[config.mk]
export PLATFORM = sky130hd
export DESIGN_NAME = capture_controller
export DESIGN_NICKNAME = d
export VERILOG_FILES = /design/src/rtl/capture_controller.sv
export SDC_FILE = /design/constraint.sdc
export NUM_CORES = 1
export LEC_CHECK = 0
export CAP_MARGIN = 5
export CORE_ASPECT_RATIO = 1.4
export CORE_MARGIN = 2
export CORE_UTILIZATION = 47
export CTS_BUF_LIST = sky130_fd_sc_hd__clkbuf_4 sky130_fd_sc_hd__clkbuf_8
export DETAILED_ROUTE_END_ITERATION = 10
export PLACE_DENSITY = 0.81
export SYNTH_ARGS = -nofsm -noshare
export SYNTH_HDL_FRONTEND = slang
export SYNTH_SLANG_ARGS = --single-unit
[constraint.sdc]
create_clock -name in_clk -period 5.8 [get_ports in_clk]
set_input_delay 1.74 -clock in_clk [delete_from_list [all_inputs] [get_ports in_clk]]
set_output_delay 1.74 -clock in_clk [all_outputs]
set_load 0.05 [all_outputs]
[src/rtl/capture_controller.sv]
// Capture sequencer: registers samples into a current/previous pair, drives ring buffer writes, and runs arm/pre/wait/post.
// One-cycle strobe-to-write latency and two cycles from strobe to trigger accept; no backpressure, one sample per clock.
module capture_controller #(
   parameter int DATA_W = 64,
   parameter int ADDR_W = 10
) (
   input  logic              in_clk,
   input  logic              in_rst_n,
   input  logic              in_arm,
   input  logic              in_abort,
   input  logic              in_sample_en,
   input  logic [DATA_W-1:0] in_data,
   input  logic [ADDR_W-1:0] in_pre_len,
   input  logic [ADDR_W-1:0] in_post_len,
   input  logic              in_trig,
   output logic [DATA_W-1:0] out_prev,
   output logic [DATA_W-1:0] out_data,
   output logic              out_wr_en,
   output logic [ADDR_W-1:0] out_wr_addr,
   output logic [DATA_W-1:0] out_wr_data,
   output logic [ADDR_W-1:0] out_trig_addr,
   output logic [1:0]        out_state,
   output logic              out_done
);

   typedef enum logic [1:0] {
      ST_IDLE = 2'd0,
      ST_PRE  = 2'd1,
      ST_WAIT = 2'd2,
      ST_POST = 2'd3
   } state_t;

   localparam logic [ADDR_W-1:0] ONE_A = {{(ADDR_W-1){1'b0}}, 1'b1};
   localparam logic [ADDR_W:0]   ONE_X = {{ADDR_W{1'b0}}, 1'b1};

   state_t              state_q, state_d;
   logic [DATA_W-1:0]   prev_q, prev_d;
   logic [DATA_W-1:0]   data_q, data_d;
   logic                wr_en_q, wr_en_d;
   logic [ADDR_W-1:0]   wr_addr_q, wr_addr_d;
   logic [ADDR_W-1:0]   ptr_q, ptr_d;
   logic [ADDR_W-1:0]   trig_addr_q, trig_addr_d;
   logic [ADDR_W-1:0]   pre_cnt_q, pre_cnt_d;
   logic [ADDR_W-1:0]   post_cnt_q, post_cnt_d;
   logic [1:0]          smp_cnt_q, smp_cnt_d;
   logic                fresh_q, fresh_d;
   logic                done_q, done_d;

   logic                active;
   logic                accept;
   logic                capture;
   logic [ADDR_W:0]     pre_nxt;
   logic [ADDR_W:0]     post_base;
   logic [ADDR_W:0]     post_nxt;

   assign active  = (state_q != ST_IDLE);
   // A trigger only counts against a genuine prev/current pair taken on the previous edge.
   assign accept  = (state_q == ST_WAIT) && in_trig && fresh_q && (smp_cnt_q == 2'd2);
   // With a zero post length the capture ends on the accept edge, so that edge writes nothing.
   assign capture = active && in_sample_en && !in_abort && !(accept && (in_post_len == '0));

   assign pre_nxt   = {1'b0, pre_cnt_q} + ONE_X;
   assign post_base = accept ? '0 : {1'b0, post_cnt_q};
   assign post_nxt  = post_base + {{ADDR_W{1'b0}}, capture};

   always_comb begin
      state_d     = state_q;
      prev_d      = prev_q;
      data_d      = data_q;
      wr_en_d     = 1'b0;
      wr_addr_d   = wr_addr_q;
      ptr_d       = ptr_q;
      trig_addr_d = trig_addr_q;
      pre_cnt_d   = pre_cnt_q;
      post_cnt_d  = post_cnt_q;
      smp_cnt_d   = smp_cnt_q;
      fresh_d     = capture;
      done_d      = done_q;

      if (capture) begin
         prev_d    = data_q;
         data_d    = in_data;
         wr_en_d   = 1'b1;
         wr_addr_d = ptr_q;
         ptr_d     = ptr_q + ONE_A;
         if (smp_cnt_q != 2'd2) begin
            smp_cnt_d = smp_cnt_q + 2'd1;
         end
      end

      if (in_abort) begin
         state_d = ST_IDLE;
         done_d  = 1'b0;
      end else if (!active) begin
         if (in_arm) begin
            done_d     = 1'b0;
            ptr_d      = '0;
            pre_cnt_d  = '0;
            post_cnt_d = '0;
            smp_cnt_d  = 2'd0;
            fresh_d    = 1'b0;
            state_d    = (in_pre_len == '0) ? ST_WAIT : ST_PRE;
         end
      end else begin
         case (state_q)
            ST_PRE: begin
               if (capture) begin
                  pre_cnt_d = pre_nxt[ADDR_W-1:0];
                  if (pre_nxt == {1'b0, in_pre_len}) begin
                     state_d = ST_WAIT;
                  end
               end
            end
            ST_WAIT: begin
               if (accept) begin
                  trig_addr_d = wr_addr_q;
                  post_cnt_d  = post_nxt[ADDR_W-1:0];
                  state_d     = ST_POST;
                  if (post_nxt == {1'b0, in_post_len}) begin
                     state_d = ST_IDLE;
                     done_d  = 1'b1;
                  end
               end
            end
            ST_POST: begin
               if (capture) begin
                  post_cnt_d = post_nxt[ADDR_W-1:0];
                  if (post_nxt == {1'b0, in_post_len}) begin
                     state_d = ST_IDLE;
                     done_d  = 1'b1;
                  end
               end
            end
            default: begin
               state_d = ST_IDLE;
            end
         endcase
      end
   end

   always_ff @(posedge in_clk or negedge in_rst_n) begin
      if (!in_rst_n) begin
         state_q     <= ST_IDLE;
         prev_q      <= '0;
         data_q      <= '0;
         wr_en_q     <= 1'b0;
         wr_addr_q   <= '0;
         ptr_q       <= '0;
         trig_addr_q <= '0;
         pre_cnt_q   <= '0;
         post_cnt_q  <= '0;
         smp_cnt_q   <= 2'd0;
         fresh_q     <= 1'b0;
         done_q      <= 1'b0;
      end else begin
         state_q     <= state_d;
         prev_q      <= prev_d;
         data_q      <= data_d;
         wr_en_q     <= wr_en_d;
         wr_addr_q   <= wr_addr_d;
         ptr_q       <= ptr_d;
         trig_addr_q <= trig_addr_d;
         pre_cnt_q   <= pre_cnt_d;
         post_cnt_q  <= post_cnt_d;
         smp_cnt_q   <= smp_cnt_d;
         fresh_q     <= fresh_d;
         done_q      <= done_d;
      end
   end

   assign out_prev      = prev_q;
   assign out_data      = data_q;
   assign out_wr_en     = wr_en_q;
   assign out_wr_addr   = wr_addr_q;
   assign out_wr_data   = data_q;
   assign out_trig_addr = trig_addr_q;
   assign out_state     = state_q;
   assign out_done      = done_q;

endmodule

Word-level counts from Yosys, hierarchy flattened
Cells that the tools add are included.
{"block": "totals", "reg_bits": 185, "out_inout_bits": 216}
{"block": "op_classes", "n_addsub": 4, "eq_ne": 18, "mux": 40, "bitwise": 1, "n_reduce_logical": 19}
{"operator": "$mux 10", "count": 12}
{"operator": "$mux 2", "count": 15}
{"operator": "$eq 11x10->1", "count": 2}
{"operator": "$logic_not 10->1", "count": 2}
{"operator": "$ne 4x4->1 const B", "count": 5}
{"operator": "$pmux 10 s2", "count": 1}
{"operator": "$reduce_and 4->1", "count": 3}
{"operator": "$add 10x1->11", "count": 1}
{"operator": "$add 10x1->11 const B", "count": 1}
{"operator": "$add 10x1->10 const B", "count": 1}
{"operator": "$mux 1", "count": 10}
{"operator": "$logic_and 1x1->1", "count": 7}
{"operator": "$eq 2x2->1 const B", "count": 3}
{"operator": "$ne 3x3->1 const B", "count": 2}
{"operator": "$pmux 2 s3", "count": 1}
{"operator": "$reduce_and 6->1", "count": 1}
{"operator": "$reduce_and 5->1", "count": 1}
{"operator": "$ne 2x1->1 const B", "count": 2}
{"operator": "$ne 4x2->1 const B", "count": 1}
{"operator": "$reduce_bool 2->1", "count": 2}
{"operator": "$ne 3x1->1 const B", "count": 1}
{"operator": "$reduce_bool 3->1", "count": 1}
{"operator": "$add 2x1->2 const B", "count": 1}
{"operator": "$eq 2x1->1 const B", "count": 1}
{"operator": "other kinds (4)", "count": 5}

Depth between registers and ports, before layout
{"block": "logic_depth", "word_depth": 14, "mapped_depth": 18, "mapped_depth_nobuf": 15}

Least setup slack after synthesis
No wires, ideal clock.
{"block": "synth_timing", "path_kind": "input-to-reg", "startpoint": "in in_post_len[0]", "endpoint": "reg state_q[1], in the netlist out_state[1]", "arrival_ns": 5.299, "setup_slack_ns": 0.376, "stages": 15, "n_path_buf": 2, "path_cell_list": "or4_1 -> o41ai_2 -> nor3_1 -> clkbuf_1 -> clkbuf_1 -> ha_1 -> ha_1 -> nand2_1 -> nor2_1 -> xnor2_1 -> a221o_1 -> a2111oi_4 -> o21a_4 -> o221a_4 -> mux2_4"}
{"block": "synth_via", "elab_chain_cells": 11}
{"item": "from (decl)", "line_no": "14", "source": "input logic [ADDR_W-1:0] in_post_len,"}
{"item": "$logic_not 10->1 (*)", "line_no": "60", "source": "assign capture = active && in_sample_en && !in_abort && !(accept && (in_post_len == '0));"}
{"item": "$logic_and 1x1->1 (*)", "line_no": "60"}
{"item": "$logic_not 1->1 (*)", "line_no": "60"}
{"item": "$logic_and 1x1->1 (*)", "line_no": "60"}
{"item": "net capture", "line_no": "51", "source": "logic capture;"}
{"item": "$add 10x1->11", "line_no": "64", "source": "assign post_nxt = post_base + {{ADDR_W{1'b0}}, capture};"}
{"item": "$eq 11x10->1", "line_no": "119, 128"}
{"item": "$mux 2", "line_no": "119", "source": "if (post_nxt == {1'b0, in_post_len}) begin"}
{"item": "$mux 2", "line_no": "115", "source": "if (accept) begin"}
{"item": "$pmux 2 s3", "line_no": "105", "source": "case (state_q)"}
{"item": "$mux 2", "line_no": "94", "source": "end else if (!active) begin"}
{"item": "$mux 2", "line_no": "91", "source": "if (in_abort) begin"}
{"item": "to (signal assigned)", "line_no": "156", "source": "state_q <= state_d;"}
{"item": "to (decl)", "line_no": "36", "source": "state_t state_q, state_d;"}
The timed path passes the listed nets; every way through them passes the cells marked *. The select of a mux whose other input is x is not followed.
A chain may end at the register's enable or synchronous reset.

Worst setup path in the final report
{"block": "layout_timing", "startpoint": "in in_post_len[0]", "endpoint": "reg state_q[1], in the netlist out_state[1]"}
{"block": "layout_via", "elab_chain_cells": 11}
{"item": "$logic_not 10->1", "line_no": "60"}
{"item": "$logic_and 1x1->1", "line_no": "60"}
{"item": "$logic_not 1->1", "line_no": "60"}
{"item": "$logic_and 1x1->1", "line_no": "60"}
{"item": "$add 10x1->11", "line_no": "64"}
{"item": "$eq 11x10->1", "line_no": "119, 128"}
{"item": "$mux 2", "line_no": "119"}
{"item": "$mux 2", "line_no": "115"}
{"item": "$pmux 2 s3", "line_no": "105"}
{"item": "$mux 2", "line_no": "94"}
{"item": "$mux 2", "line_no": "91"}
Parallel ways exist; a longest one is shown, timed or not. The select of a mux whose other input is x is not followed.

==> results.py <==
metrics = {
    "clocking": {
        "root_buffer": "clkbuf_8",
        "post_cts_buffers": 0,
        "cts.sink_count": 185,
        "h-tree-depth": 4,
        "cts.path.max_buffers": 2,
        "clk_latency_ns": 0.47,
        "cts_buffers": 17,
        "cts_tree": "yes",
        "cts.clk_slew.worst_paths_ns": 0.10,
        "cts_resized": 0,
        "cts_hold_buf": 0,
    },
    "synthesis": {
        "synth_top_family_by_area": "multiplexers",
        "synth-async-reset-ratio_pct": 100,
        "synth-compound-area-share_pct": 5.40,
        "ys_types": 57,
        "synthCells": 672,
        "syn_avg_cell_area_um2": 12.8,
        "synth_top_area_share_pct": 54.0,
        "ys_seq_area_share_pct": 54.0,
        "syn-num-nets": 772,
        "yosysWarnings": 0,
        "synth_area_leaders": "dfrtp_1 54%, mux2_2 20%, buf_4 5.7%",
        "synthSimpleGateAreaFrac_pct": 7.92,
        "synth_flop_cell": "dfrtp_1",
        "yosys.area.top_type": "dfrtp_1",
        "netlist_area_um2": 8580,
        "yosys-top-cells-count": "185 x dfrtp_1, 149 x mux2_2, 65 x buf_4",
        "synthAdderAreaFrac_pct": 1.46,
        "synth_most_common_cell": "dfrtp_1",
        "muxShareOfSynthArea_pct": 20.3,
        "synth-xor-area-share_pct": 3.57,
        "yosys_register_bits": 185,
        "synth-edff-count": 0,
    },
    "sta": {
        "timing.final.max_slew_violations": 0,
        "slew_headroom_pct": 30.7,
        "whs_ns": 0.500,
        "setup_tns_ns": 0,
        "setup_viol": 0,
        "fmax_mhz": 196,
        "finalHoldViolCount": 0,
        "min_period_ns": 5.10,
        "period_share_pct": 88.0,
        "worst_slack_ns": 0.698,
        "finalClockSkew_ns": 0.0150,
        "rsz0062_at_grt": "no",
        "tightest_slew_ns": 1.04,
    },
    "setup_path": {
        "critPathCaptureType": "flip-flop",
        "cp.arrival_ns": 5.46,
        "crit_path_start_kind": "input port",
        "critical_path_class": "in2reg",
        "worst-path-max-fanout": 5,
        "cp.required_ns": 6.16,
        "cpMostUsedCell": "ha_1",
        "slowest_stage": "or4_1",
        "cp_slowest_stage_delay_ns": 0.54,
        "path_cells": "clkdlybuf4s50_1 -> or4_1 -> o41ai_2 -> nor3_2 -> ha_1 -> ha_1 -> nand2_1 -> nor2_1 -> xnor2_1 -> a221o_1 -> a2111oi_4 -> o21a_4 -> o221a_4 -> mux2_4",
    },
    "layout": {
        "fillers": 1397,
        "n_antenna_cell": 0,
        "fin_nets": 1010,
        "drive_gt1_share_pct": 21.9,
        "final_cell_area_um2": 11800,
        "area_growth_pct": 37.1,
    },
    "die": {
        "rows": 58,
        "dieArea_um2": 19400,
        "start_util_pct": 47.9,
        "die_w_um": 118,
        "core_um2": 17900,
        "chipHeight_um": 164,
        "io_pins": 306,
    },
    "min_path": {
        "min_path_type": "reg2reg",
    },
    "placement": {
        "gp_congestion": 0.870,
        "portBuffers": 305,
        "dpl.hpwl_mm": 15.0,
        "placed_area_um2": 11400,
        "place_ws_ns": 0.211,
    },
    "routing": {
        "ant_nets": 0,
        "vias_per_cell": 5.17,
        "vias": 6017,
        "initialDrtViolationCount": 394,
        "first_pass_iters": 4,
        "drcViolationCount": 0,
        "detail_route.wl_per_cell_um": 17.8,
        "routed_wl_mm": 20.7,
    },
    "grt": {
        "grt_pass1_vias": 6151,
        "grt_antenna_before_repair": 0,
        "track_usage_pct": 21.4,
        "grt_max_degree": 85,
        "grt_overflow_total": 0,
        "grt_pass1_wl_mm": 32.7,
    },
    "flow_run": {
        "max-cap-violations": 0,
    },
    "run_status": {
        "status": "finished, final reports clean",
    },
}
==> critical path, delay by kind of cell <==
kind | cells | cell delay, ns
adder cells (fa/ha/maj) | 2 | 0.54
AND/OR/NAND/NOR | 4 | 0.86
buffers and inverters | 1 | 0.44
AO/OA/AOI/OAI | 5 | 1.43
XOR/XNOR | 1 | 0.14
multiplexers | 1 | 0.29
==> metal layers <==
layer / track usage, % / share of wire (%)
met2: 37.8 / 53
met3: 7.22 / 6.9
met1: 24.8 / 39
met5: 0 / 0
met4: 6.24 / 1.6
==> placed cells by master (no fill, tap or decap), drive strengths merged, types with 2 or more instances in the layout <==
cell type and instances:
and3 8, inv 10, o31ai 9, nand2 35
clkbuf 19, and4 2, and2 4, nor3 5
nand4 6, a21oi 7, xor2 19, dfrtp 185
ha 10, nor2 29, clkdlybuf4s50 304, clkinvlp 4
o21ai 21, a2111oi 2, xnor2 16, clkinv 5
mux2 150, buf 7, o41ai 5, nor3b 2
o311ai 3, nor2b 2, or3 4, o211ai 2
o22ai 2, nand3 23, mux2i 5, o21a 2
or4 2
==> area by class of cell <==
| cell class | count | area (µm²) | area share [%] |
|---|---|---|---|
| clock buffers | 19 | 255 | 2.17 |
| clock inverters | 13 | 134 | 1.14 |
| inverters | 6 | 22.5 | 0.191 |
| multi-input cells | 389 | 3320 | 28.2 |
| flip-flops and latches | 185 | 4630 | 39.4 |
| well taps | 240 | 300 | 2.55 |
| repair buffers | 311 | 3100 | 26.3 |
==> path summary, 6_finish.rpt <==
kind | from | end | slack [ns] | depth (start not counted)
worst max-delay path | in_post_len[0] | out_state[1] | 0.70 | 14
worst min-delay path | post_cnt_q[9] | post_cnt_q[9] | 0.50 | 1
worst max register to register | out_state[0] | out_state[1] | 1.77 | 15
worst min register to register | post_cnt_q[9] | post_cnt_q[9] | 0.50 | 1
max in group asynchronous | in_rst_n | post_cnt_q[9] | 3.48 | 2
min in group asynchronous | in_rst_n | out_data[11] | 1.31 | 1
==> stage by stage <==
stage,cells,utilization (%)
finish,1163,65.6
floorplan,672,-
global placement,1131,63.5
CTS,1163,65.6
global route,1163,65.6
detailed placement,1131,63.5
==> registers in the layout (all words and copies together), names as in the netlist <==
signal         count
post_cnt_q        10
out_done           1
pre_cnt_q         10
fresh_q            1
ptr_q             10
out_state          2
out_wr_addr       10
out_prev          64
out_wr_en          1
smp_cnt_q          2
out_data          64
out_trig_addr     10
==> logic make-up (layout without fill, tap and decap cells) <==
family          Yosys count  count (layout)
mux                     155             155
simple gates            127             127
flops                   185             185
compound gates           62              62
fa+ha+maj                10              10
buf+inv                  98             349
xor+xnor                 35              35
Power is not shown: default switching activity piles up to over one toggle a cycle in this logic, so the estimate is an artifact.
==> RTL change 1: new RTL, config.mk and constraints unchanged <==
Take the reset off `data_q`, `wr_addr_q` and `trig_addr_q` and load them in a clocked block of their own.
--- a/src/rtl/capture_controller.sv
+++ b/src/rtl/capture_controller.sv
@@ -144,7 +144,4 @@
          prev_q      <= '0;
-         data_q      <= '0;
          wr_en_q     <= 1'b0;
-         wr_addr_q   <= '0;
          ptr_q       <= '0;
-         trig_addr_q <= '0;
          pre_cnt_q   <= '0;
@@ -157,7 +154,4 @@
          prev_q      <= prev_d;
-         data_q      <= data_d;
          wr_en_q     <= wr_en_d;
-         wr_addr_q   <= wr_addr_d;
          ptr_q       <= ptr_d;
-         trig_addr_q <= trig_addr_d;
          pre_cnt_q   <= pre_cnt_d;
@@ -168,2 +162,8 @@
       end
+   end
+
+   always_ff @(posedge in_clk) begin
+      data_q      <= data_d;
+      wr_addr_q   <= wr_addr_d;
+      trig_addr_q <= trig_addr_d;
    end
Formal check against the unedited RTL: differs if in_rst_n is asserted again (counterexample within 4 cycles, from zero or initial values and one cycle with in_rst_n low); with in_rst_n held inactive, the same outputs for 4 cycles.
==> RTL change 1 against the unedited design <==
- sequential cell count unchanged
- wire length up 2.6%
- sequential share of layout area grew 5.4 points
- core utilization rose by 1.5 points
- synthesized area down 5.3%
- global-route usage up 1.8 points
- worst hold slack got worse by 38 ps
- non-clock buffer count is 4 higher
- final cell count is 2.1% higher
- worst setup slack lost 230 ps
- final area decreased by 4.1%
- largest cell class unchanged
==> RTL change 1: results (changes against the unedited design) <==
** CTS
- Clock latency of the later-clocked register in the worst-skew pair :: 450 ps (-20 ps)
- CTS H-tree depth :: 4 (unchanged)

** Global routing
- The global-route wire length before repair came to 32.62 mm (-0.40%).
- The maximum number of pins on one net before global-route repair came to 101 (+19%).
- The aggregate global-route resource usage is 0.2325 (+0.01802).
- Initial antenna violation count :: 1 (+1)
- Number of global-route vias before repair :: 6092 (-0.96%)

** Final layout
- Filler cell count in the final layout :: 1277 (-8.6%)
- Ant. Diodes :: 0 (unchanged)
- Share of cells above drive strength 1 :: 0.07005 (-0.1488)
- The net count reported at finish came to 1072 (+6.1%).

** Setup path
- The worst-path maximum fanout was 4 (-1).
- Reg-to-reg setup timing slack :: 1550 ps (-220 ps)
- The depth of the worst register-to-register path is 16 (+1).
- The critical path ends at out_state[0]$_DFFE_PN0P_.
- WP data arrival :: 5670 ps (+210 ps)

** Timing
- The slew at the pin with the worst max-slew slack is 1120 ps (+81.29 ps).
- The clock tree skew after final layout was 21.69 ps (+6.668 ps).

** Place
- The post-detailed-placement half-perimeter wirelength was 15.58 mm (+4.1%).
- The routability-driven placement congestion ratio is 0.8612 (-0.98%).

** Status
- Result of the run :: finished clean

** Hold path
- Worst hold endpoint :: out_trig_addr[4]$_DFFE_PP_
- Hold path startpoint :: out_wr_addr[4]$_DFFE_PN_
- The worst hold path stage count was 0 (-1).

** Yosys
- The number of nets produced by synthesis is 829 (+7.4%).
- The post-synthesis async set-or-reset flop share came to 0.5459 (-0.4541).
- The number of unique standard cell types used by synthesis came to 58 (+1.8%).
- Sequential share of the synthesized area :: 0.6216 (+0.08208)
- The share of Yosys cell area claimed by the top area cell type came to 0.3111 (-0.2284).
- Number of enable flip-flop cells after synthesis :: 84 (+84)

** Route
- 1st-iter DRT viols :: 382 (-3.0%)
- The number of vias after detailed routing is 6010 (-0.12%).
==> RTL change 1: cell types whose count changed after synthesis, sizes merged, moves of 12 or more <==
cell,change
nand2,+191
nand3,-13
edfxtp,+84
o21ai,+12
dfrtp,-84
mux2,-149
==> RTL change 1: stage by stage <==
stage / util / hold WS (ps) / setup slack (ps) / cells
finish: 0.6709 / 461.6 / 465.1 / 1188
CTS: 0.6709 / 464.2 / 492.9 / 1188
floorplan: - / 433.8 / 55.61 / 729
global placement: 0.6472 / 433.7 / 36.92 / 1156
detailed placement: 0.6472 / 442.1 / -4.131 / 1156
global route: 0.6709 / 473.8 / 320.8 / 1188
==> RTL change 1: where the power goes <==
part / leakage, nW / internal (mW) / switching [mW]
logic: 2.36 / 0.670 / 1.48
clock network: 0.202 / 0.359 / 0.494
registers: 2.08 / 1.66 / 0.167
total: 4.64 / 2.69 / 2.14
==> RTL change 1: worst reg2reg max path, stage by stage, from the launching register on <==
cell and delay, ps:
sky130_fd_sc_hd__dfrtp_1 430, sky130_fd_sc_hd__inv_1 100, sky130_fd_sc_hd__ha_1 320, sky130_fd_sc_hd__or2_2 360
sky130_fd_sc_hd__or2_2 320, sky130_fd_sc_hd__inv_4 70, sky130_fd_sc_hd__ha_1 210, sky130_fd_sc_hd__ha_1 280
sky130_fd_sc_hd__nand3_2 150, sky130_fd_sc_hd__buf_4 200, sky130_fd_sc_hd__or4_4 480, sky130_fd_sc_hd__nand3_1 110
sky130_fd_sc_hd__nand4_2 110, sky130_fd_sc_hd__a2111oi_4 270, sky130_fd_sc_hd__and2_4 240, sky130_fd_sc_hd__o221a_4 200
sky130_fd_sc_hd__mux2_4 290
==> RTL change 1: layer usage <==
metal | vias to the layer above | part of all wire | global-route usage | wire length, um
li1 | 2873 | - | - | -
met2 | 230 | 0.54 | 0.4043 | 11450
met3 | 30 | 0.060 | 0.06547 | 1269
met4 | 2 | 0.020 | 0.08379 | 418
met1 | 2875 | 0.38 | 0.2711 | 8041
met5 | - | 0.00075 | 0 | 16
==> RTL change 1: kinds of logic (layout without fill, tap and decap cells) <==
kind of cell               after synthesis  after routing  share of synthesized area
AOI/OAI and AO/OA                       71             71                    0.06176
xor gates and xnor gates                33             33                    0.03820
adders and majority gates               10             10                    0.01540
buffers and inverters                  102            358                    0.08163
DFF                                    185            185                     0.6216
muxes                                    4              4                   0.005544
and+or+nand+nor                        324            324                     0.1759
==> RTL change 1: area by class of cell <==
type                       instances  area share
inverter                          11    0.003882
multi-input combinational        442      0.2137
timing repair buffer             315      0.2770
clock buffer                      17     0.02074
sequential                       185      0.4476
tap                              203     0.02251
clock inverter                    15     0.01453
==> RTL change 2: new RTL, same settings <==
Made on the original files. `DATA_W`: 64 -> 32.
--- a/src/rtl/capture_controller.sv
+++ b/src/rtl/capture_controller.sv
@@ -3,3 +3,3 @@
 module capture_controller #(
-   parameter int DATA_W = 64,
+   parameter int DATA_W = 32,
    parameter int ADDR_W = 10
Ports: changed (resized in_data, out_data, out_prev and out_wr_data); port bits go from 306 to 178. The function was not compared with the original's and may differ.
==> RTL change 2 against the unedited design <==
- sequential cell count decreased by 64
- clock skew is essentially flat
- final area is 32% lower
- core utilization down 0.82 points
- critical path depth unchanged
- worst setup slack better by 200 ps
- synthesized area fell by 30%
- count of clock-buffer cells in the layout increased by 1
- synthesized cell count is 0.30% lower
- wire length shrank 27%
- final cell count is 17% lower
- critical path type unchanged
- largest cell class unchanged
==> RTL change 2: results (changes against the unedited design) <==
** Status
- Result of the run :: finished clean

** Route
- Met2 wire length :: 8.004 mm (-27%)
- The post-detailed-routing wire length was 15.12 mm (-27%).
- Routed met3 length :: 720 um (-50%)
- The routed via count divided by cell count came to 5.245 (+1.4%).
- The met1 layer wirelength in the final routing was 5.932 mm (-26%).

** Yosys
- Adder-cell area share of the yosys netlist :: 0.02093 (+0.006348)
- The portion of netlist area occupied by mux cells is 0.03139 (-0.1717).
- Mean instance size in the synthesized netlist :: 8.923 um^2 (-30%)
- The XOR/XNOR share of the synthesized area is 0.04249 (+0.006762).
- Yosys attributes the largest share of cell area to sky130_fd_sc_hd__dfrtp_1 (51%), sky130_fd_sc_hd__nand2_1 (16%), sky130_fd_sc_hd__buf_4 (4.1%).
- The share of synthesized area occupied by flip-flops and latches was 0.5065 (-0.03303).
- Post-Synthesis Net Count :: 738 (-4.4%)

** Final layout
- The count of fill cells added during filler insertion is 1006 (-28%).
- The net count reported at finish is 876 (-13%).

** Global routing
- Combined global-route utilization of all metal layers :: 0.2219 (+0.007497)
- The maximum number of pins on one net before global-route repair was 87 (+2.4%).
- The number of global-route vias before repair was 4953 (-19%).
- The global-route wire length before repair came to 23.85 mm (-27%).

** Place
- Cell Count Post-Placement :: 939 (-17%)
- Post-Place Worst Slack :: 450.6 ps (+239.8 ps)
- The number of port buffers came to 177 (-42%).
- The post-detailed-placement half-perimeter wirelength was 10.99 mm (-27%).
- Placer's final routability congestion estimate :: 0.8731 (+0.39%)

** Setup path
- Tracing the worst setup path back leads to its startpoint at in_post_len[4].
- Reg-to-reg setup timing slack :: 1750 ps (-20 ps)
- Capture point of the worst path :: out_state[0]$_DFFE_PN0P_

** CTS
- Clock transition at the registers of the reported paths :: 70 ps (-30 ps)

** Timing
- Share of the cycle needed by the critical path after routing :: 0.8456 (-0.03406)
- The clock tree skew after final layout was 14.94 ps (-0.07650 ps).

** Hold path
- Hold path startpoint :: out_prev[6]$_DFFE_PN0N_
-- RTL change 2: power by group through the flow --
stage                     clock network [mW]  registers, mW  logic [mW]
after global routing                   0.828           1.32        2.41
after floorplan                            0           2.03       0.887
final                                  0.770           1.29        2.30
after detailed placement                   0           1.30        2.31
after CTS                              0.788           1.29        2.32
after global placement                     0           1.29        2.28
-- RTL change 2: routing by layer --
metal / global-route usage / up-vias
met5: 0 / -
met4: 0.1005 / 0
met3: 0.05530 / 31
met2: 0.3941 / 146
met1: 0.2507 / 2459
li1: - / 2457
-- RTL change 2: logic make-up (layout without fill, tap and decap cells) --
logic type      after synthesis  after routing
simple gates                347            347
xor+xnor                     29             29
buf+inv                      74            225
mux                          17             17
flops                       121            121
fa+ha+maj                    10             10
compound gates               72             72
-- RTL change 2: worst max-delay path, stage by stage --
cell	delay (ps)
sky130_fd_sc_hd__clkdlybuf4s50_1	580
sky130_fd_sc_hd__nor4_1	70
sky130_fd_sc_hd__a41o_1	290
sky130_fd_sc_hd__nand2b_2	200
sky130_fd_sc_hd__inv_2	70
sky130_fd_sc_hd__ha_1	170
sky130_fd_sc_hd__nand3_1	340
sky130_fd_sc_hd__or4_4	640
sky130_fd_sc_hd__nand2_2	90
sky130_fd_sc_hd__and3_1	150
sky130_fd_sc_hd__o2111ai_1	170
sky130_fd_sc_hd__o211ai_1	220
sky130_fd_sc_hd__nand3_1	160
sky130_fd_sc_hd__mux2_4	330
-- RTL change 2: worst min path at each step --
stage | slack [ps] | to | cells past startpoint
after floorplan | 460 | out_wr_addr[9]$_DFFE_PN0N_ | 2
final | 470 | out_prev[6]$_DFFE_PN0N_ | 2
after global routing | 490 | out_prev[7]$_DFFE_PN0N_ | 2
after CTS | 480 | out_prev[6]$_DFFE_PN0N_ | 2
after global placement | 460 | out_prev[30]$_DFFE_PN0N_ | 2
after detailed placement | 460 | out_prev[6]$_DFFE_PN0N_ | 2
-- RTL change 2: final cells by class --
| cell class | instances | area, um^2 | share of cell area |
|---|---|---|---|
| Inverter | 11 | 41.29 | 0.005150 |
| Sequential cell | 121 | 3028 | 0.3777 |
| Clock buffer | 20 | 275.3 | 0.03433 |
| Clock inverter | 12 | 140.1 | 0.01748 |
| Timing Repair Buffer | 182 | 1807 | 0.2253 |
| Tap cell | 150 | 187.7 | 0.02341 |
| Multi-Input combinational cell | 475 | 2539 | 0.3166 |
-- RTL change 2: metrics by stage --
stage | utilization | cell area (um^2)
floorplan | - | 5978
global placement | 0.6145 | 7602
detailed placement | 0.6145 | 7602
CTS | 0.6481 | 8018
global route | 0.6481 | 8018
finish | 0.6481 | 8018
